File: config.mk
export PLATFORM = sky130hd
export DESIGN_NAME = mem_port_arbiter
export DESIGN_NICKNAME = d
export VERILOG_FILES = /design/src/rtl/mem_port_arbiter.sv
export SDC_FILE = /design/constraint.sdc
export NUM_CORES = 1
export LEC_CHECK = 0
export CAP_MARGIN = 25
export CORE_MARGIN = 8
export CORE_UTILIZATION = 31
export CTS_CLUSTER_DIAMETER = 150
export DETAILED_ROUTE_END_ITERATION = 6
export PLACE_DENSITY_LB_ADDON = 0.08
export SLEW_MARGIN = 30
export SYNTH_ARGS = -nofsm -noshare
export SYNTH_HDL_FRONTEND = slang
export SYNTH_SLANG_ARGS = --single-unit
export TNS_END_PERCENT = 20
File: constraint.sdc
create_clock -name clk -period 2.6 [get_ports clk]
set_clock_uncertainty 0.05 [all_clocks]
set_input_delay 0.52 -clock clk [delete_from_list [all_inputs] [get_ports clk]]
set_output_delay 0.52 -clock clk [all_outputs]
set_load 0.03 [all_outputs]
File: src/rtl/mem_port_arbiter.sv
// Shares the single data-memory port between instruction fetch (I) and load/store (D).
// One access in flight at a time; read data is routed back to the side that issued it.
module mem_port_arbiter #(
   parameter int ADDR_W     = 32,
   parameter int DATA_W     = 32,
   parameter int MEM_LAT    = 1,
   parameter int STARVE_MAX = 4
) (
   input  logic              clk,
   input  logic              reset,
   input  logic              flush,
   input  logic              i_req,
   input  logic [ADDR_W-1:0] i_addr,
   output logic              i_gnt,
   output logic              i_rvalid,
   output logic [DATA_W-1:0] i_rdata,
   input  logic              d_req,
   input  logic              d_we,
   input  logic [ADDR_W-1:0] d_addr,
   input  logic [DATA_W-1:0] d_wdata,
   output logic              d_gnt,
   output logic              d_rvalid,
   output logic [DATA_W-1:0] d_rdata,
   output logic [ADDR_W-1:0] mem_addr,
   output logic [DATA_W-1:0] mem_wdata,
   output logic              mem_we,
   output logic              mem_re,
   input  logic [DATA_W-1:0] mem_rdata,
   output logic              busy
);

   if (MEM_LAT < 1) begin : g_lat_check
      $fatal(1, "mem_port_arbiter: MEM_LAT must be >= 1");
   end

   localparam int LAT_W    = (MEM_LAT < 1) ? 1 : $clog2(MEM_LAT + 1);
   localparam int STARVE_W = (STARVE_MAX < 1) ? 1 : $clog2(STARVE_MAX + 1);

   typedef enum logic {IDLE, WAIT} state_t;
   typedef enum logic {OWN_D, OWN_I} owner_t;

   state_t              state, state_d;
   owner_t              owner;
   logic [LAT_W-1:0]    lat_cnt;
   logic [STARVE_W-1:0] starve_cnt;
   logic                drop;
   logic                store_q;
   logic                starved;
   logic                last_wait;

   assign busy      = (state == WAIT);
   assign starved   = (starve_cnt == STARVE_W'(STARVE_MAX));
   assign last_wait = (state == WAIT) && (lat_cnt == LAT_W'(1));

   // Grants and memory strobes are gated by reset so every output reads 0 while it is held.
   always_comb begin
      state_d   = state;
      i_gnt     = 1'b0;
      d_gnt     = 1'b0;
      mem_addr  = '0;
      mem_wdata = '0;
      mem_we    = 1'b0;
      mem_re    = 1'b0;
      if (state == IDLE && reset) begin
         if (i_req && (!d_req || starved)) begin
            i_gnt    = 1'b1;
            mem_addr = i_addr;
            mem_re   = 1'b1;
            state_d  = WAIT;
         end else if (d_req) begin
            d_gnt     = 1'b1;
            mem_addr  = d_addr;
            mem_wdata = d_wdata;
            mem_we    = d_we;
            mem_re    = !d_we;
            state_d   = WAIT;
         end
      end else if (last_wait) begin
         state_d = IDLE;
      end
   end

   always_ff @(posedge clk or negedge reset) begin
      if (!reset) begin
         state      <= IDLE;
         owner      <= OWN_D;
         lat_cnt    <= '0;
         starve_cnt <= '0;
         drop       <= 1'b0;
         store_q    <= 1'b0;
         i_rvalid   <= 1'b0;
         d_rvalid   <= 1'b0;
         i_rdata    <= '0;
         d_rdata    <= '0;
      end else begin
         state    <= state_d;
         i_rvalid <= 1'b0;
         d_rvalid <= 1'b0;

         if (i_gnt || d_gnt) begin
            owner   <= i_gnt ? OWN_I : OWN_D;
            lat_cnt <= LAT_W'(MEM_LAT);
            drop    <= i_gnt && flush;
            store_q <= d_gnt && d_we;
         end

         // d_gnt together with i_req can only mean fetch lost a contested cycle.
         if (i_gnt)
            starve_cnt <= '0;
         else if (d_gnt && i_req && !starved)
            starve_cnt <= starve_cnt + 1'b1;

         if (state == WAIT) begin
            lat_cnt <= lat_cnt - 1'b1;
            if (owner == OWN_I && flush)
               drop <= 1'b1;
            if (last_wait) begin
               drop <= 1'b0;
               if (owner == OWN_D) begin
                  d_rvalid <= 1'b1;
                  if (!store_q)
                     d_rdata <= mem_rdata;
               end else if (!(drop || flush)) begin
                  i_rvalid <= 1'b1;
                  i_rdata  <= mem_rdata;
               end
            end
         end
      end
   end

endmodule

# ---- Word level (Yosys, flattened, before mapping)
# Cells that the tools add are included.
dict set report word_totals {
  ff_bits 74
  inputBits 134
  word_cells 75
}
dict set report classes {
  eq_ne 2
  mux 37
  reduce_logical 20
  n_bitwise 4
  addsub 2
}
# operator count
set ops {}
lappend ops {{32-bit 2-to-1 mux} 6}
lappend ops {{1-bit 2-to-1 mux} 29}
lappend ops {{1-bit logical AND} 8}
lappend ops {{4-bit AND reduction} 2}
lappend ops {{3-bit 2-to-1 mux} 2}
lappend ops {{2-bit nonzero test} 3}
lappend ops {{1-bit inverter} 4}
lappend ops {{3-bit by 1-bit adder with 3-bit output, second input constant} 1}
lappend ops {{3-bit == test, second input constant} 1}
lappend ops {{1-bit logical NOT} 3}
lappend ops {{1-bit logical OR} 3}
lappend ops {{3-bit by 2-bit != test with 1-bit output, second input constant} 1}
lappend ops {{2-bit AND reduction} 1}
lappend ops {{1-bit subtractor, second input constant} 1}

# ---- Logic depth before layout (Yosys ltp)
dict set report logic_depth {
  depth_word 10
  ltp_mapped 7
  ltp_nobuf 5
}

# ---- Least setup slack after synthesis
# OpenSTA, ideal clock, no wires.
dict set report synth_timing {
  kind {flip-flop to output port}
  startpoint {register state (netlist: busy)}
  endpoint {output port mem_wdata[23]}
  stages_incl_launch_ff 6
  n_path_buf 2
  arrival_ps 1805
  t_required_ps 2030
  setup_slack_ps 225
  path_cell_list {dfrtp_1 -> nor2b_1 -> and3_1 -> buf_2 -> clkbuf_1 -> and2_1}
}
dict set report synth_between {
  elab_chain_len 3
}
# item line
set synth_rtl {}
lappend synth_rtl {{start: declaration} 42} ;# state_t state, state_d;
lappend synth_rtl {{start signal: assignment} 96} ;# state <= state_d;
lappend synth_rtl {{1-bit inverter} 64} ;# if (state == IDLE && reset) begin
lappend synth_rtl {{1-bit logical AND} 64}
lappend synth_rtl {{32-bit 2-to-1 mux} 64}
lappend synth_rtl {{end: declaration} 25} ;# output logic [DATA_W-1:0] mem_wdata,
# Every way passes these cells.

# ---- Worst setup path in the final report
dict set report layout_timing {
  startpoint {input port i_req}
  endpoint {output port mem_addr[17]}
}
dict set report layout_between {
  elab_chain_len 3
}
# item line
set layout_rtl {}
lappend layout_rtl {{start: declaration} 12} ;# input logic i_req,
lappend layout_rtl {{1-bit logical AND} 65} ;# if (i_req && (!d_req || starved)) begin
lappend layout_rtl {{32-bit 2-to-1 mux} 65}
lappend layout_rtl {{32-bit 2-to-1 mux} 64}
lappend layout_rtl {{end: declaration} 24} ;# output logic [ADDR_W-1:0] mem_addr,
# Every way passes these cells.

==> metrics.md <==
| Metric | Value |
|---|---|
| Die area | between 10,000 and 15,000 um2 |
| Worst path required time | just over 2 ns |
| Placed Cells | approximately 660 |
| First-pass GRT wire length | about 21,000 um |
| PortBufs | between 200 and 300 |
| Routability cong. | 0.978 |
| Ports | 269 |
| Post-DP Area | slightly above 6000 um2 |
| Number of core rows | 38 |
| Achievable frequency | around 400 MHz |
| Clock Pin Slew Worst Setup and Hold Paths | 0.07 ns |
| Power Density | between 1000 and 1500 nW/um2 |
| Max_slew headroom | 0.587 |
| Outcome | complete, no violations |
| Mapped Area | around 3400 um2 |
| VDD IR max | 0.726 mV |
| Switching share of power | 0.400 |
| Int Power | between 4000 and 5000 uW |
| Non-filler cells, final | a little under 700 |
| Tcrit/Tclk final | 0.973 |
| Initial Util | 0.316 |
| Mapped Nets | 391 |
| Via count | between 3,000 and 4,000 |
| Clock Root Buffer | clkbuf_8 |
| Leak | ~0.0028 uW |
| Setup-failing EPs final | 0 |
| Vias in the first global route | roughly 3,300 |
| CTS Buf Count | 9 |
| Post-DP HPWL | ~12,000 um |
| Post-synth ARST share | 1.00 |
| Mapped Cells | 255 |
| Clock Latency Late Sink | ~0.34 ns |
| Routed WL per cell | approximately 21 um |
| Final Hold Fails | 0 |
| Switch Pwr | 2780 uW |
| Clock Sinks | 74 |
| Clock Power Share | 0.150 |
| Core ar. | around 11,000 um2 |
| Worst R2R End | i_rdata[10] |
| Initial antenna violation count | 1 |
| Grt total ovfl | 0 |
| Yosys warns | 0 |
| Max Cap Viol | 0 |
| RSZ-0062 raised after global routing | false |
| Fin Setup TNS | 0 ns |
| Post-CTS setup buffers | 0 |
| DRC | 0 |
| First-pass detailed-route iteration total | 4 |
| Hold Crit Class | in2async |
| Worst Max-Slew Pin Slew | 0.620 ns |
| Final min period | roughly 2.5 ns |
| Antenna viol nets, final | 0 |
| Max Fanout on Critical Path | 35 |
| Number of synthesized flops with an enable pin | 0 |
| Sequential power share | 0.291 |
| Sequential Area | 1850 um2 |
| Worst hold slack | 0.253 ns |
| Startpoint class of the critical path | input pin |
| Die width | approximately 120 um |
| Most common flop cell mapped by yosys | dfrtp_1 |
| Number of diodes | 0 |
| Syn Area/Cell | about 13 um2 |
| Die H | around 120 um |
| Max-slew violations | 0 |
| Critical path class | in2out |
| Flip-flop and latch count after synthesis | between 70 and 80 |
| Post-DR vias/cell | about 4.6 |
| Clk buf depth | 2 |
| Crit end category | output pin |
| Finished Cell Area | roughly 6400 um2 |
| Fin nets | roughly 670 |
| Total wire length | 14,400 um |
| H-tree lvl count | 3 |
| Fill count | 919 |
| Register-to-Register Path Depth | 4 |
| Netlist cell types | 29 |
| Worst R2R Setup Slack | approximately 0.89 ns |
| Worst r2r src | busy |
| Proportion of layout cells with a drive suffix above 1 | 0.308 |
| Violation count after the first detailed-routing iteration | ~220 |
| All-layer global routing usage | 0.190 |
| Largest net degree at the start of global routing | 71 |
| Most frequent cells in the layout | clkdlybuf4s50_1 (199), dfrtp_1 (74), buf_4 (72) |
| Worst EP arrival | about 2 ns |
| CTS tree | yes |
| Area occupied by multi-input gates | ~1400 um2 |
| Gate power share | 0.559 |
| P&R area growth vs syn | 88.8% |
| Seq/Total Area, Yosys | 0.543 |
| Most common cell after layout, fill and taps aside | clkdlybuf4s50_1 |
## cells by family after synthesis
| kind of cell | Yosys count | share of synthesized area |
|---|---|---|
| xor+xnor | 1 | 0.00257 |
| mux | 64 | 0.211 |
| buf+inv | 23 | 0.0378 |
| fa+ha+maj | 2 | 0.00734 |
| flops | 74 | 0.543 |
| simple gates | 47 | 0.0903 |
| compound gates | 44 | 0.107 |
## stage by stage
step	setup WS (ns)	util	power, uW
floorplan	0.225	-	4160
global placement	0.0452	0.571	5880
detailed placement	-0.00140	0.571	5940
CTS	0.0693	0.593	7020
global route	0.0329	0.596	7290
finish	0.0697	0.596	6940
## layout make-up
cell class	instances	share of cell area
clock inverters	5	0.0161
flip-flops and latches	74	0.288
well taps	140	0.0272
inverters	5	0.00292
clock buffers	10	0.0198
repair buffers	281	0.423
multi-input cells	158	0.223
## worst max path at each step
stage	start	end	slack, ns	cells after the start
after CTS	i_req	mem_addr[31]	0.07	6
after detailed placement	d_req	mem_addr[31]	-0.001	6
after global routing	d_req	mem_addr[31]	0.03	6
after global placement	d_req	mem_addr[4]	0.05	6
final	i_req	mem_addr[17]	0.07	6
after floorplan	busy	mem_wdata[23]	0.22	5
## timing repair
item                                    4_1_cts  5_1_grt
endpoints found under the setup margin        3       27
pin swaps                                     0        0
endpoints found under the hold margin         4        0
resized for setup                             1        2
hold buffers                                  1        0
gates cloned                                  0        1
## power groups by stage
stage / combinational (uW) / clock, uW / sequential [uW]
3_3_place_gp: 3860 / 0 / 2020
4_1_cts: 3910 / 1080 / 2030
6_report: 3880 / 1040 / 2020
5_1_grt: 4070 / 1120 / 2100
3_5_place_dp: 3900 / 0 / 2050
2_1_floorplan: 1120 / 0 / 3040
## critical path, stage by stage
cell	delay (ns)
clkdlybuf4s50_1	0.52
nand3_1	0.09
and3_2	0.25
clkbuf_16	0.21
a22o_1	0.20
buf_4	0.17
## routing by layer
metal	up-vias	part of all wire	track usage	wire length, um
li1	1470	-	-	-
met1	1508	0.38	0.222	5550
met2	126	0.53	0.329	7630
met3	16	0.072	0.0596	1040
met4	2	0.014	0.0507	204
met5	-	0.00090	0	13
## cells in the mapped netlist, types with 2 or more instances
library cell   n  area, um2
dfrtp_1       74       1850
mux2_2        61        687
and2_1        34        213
a22o_1        33        289
buf_2          6       30.0
clkbuf_1       5       18.8
inv_1          5       18.8
buf_4          3       22.5
buf_6          3       33.8
mux2_1         3       33.8
nor2_1         3       11.3
o21ai_0        3       15.0
a21boi_0       2       15.0
a32o_1         2       20.0
ha_1           2       25.0
nor2b_1        2       12.5
o22ai_1        2       12.5
## sequential cells by signal (all words and copies together), names as in the netlist
signal,cells
busy,1
d_rdata,32
d_rvalid,1
drop,1
i_rdata,32
i_rvalid,1
lat_cnt,1
owner,1
starve_cnt,3
store_q,1
(Power assumes the default switching activity.)
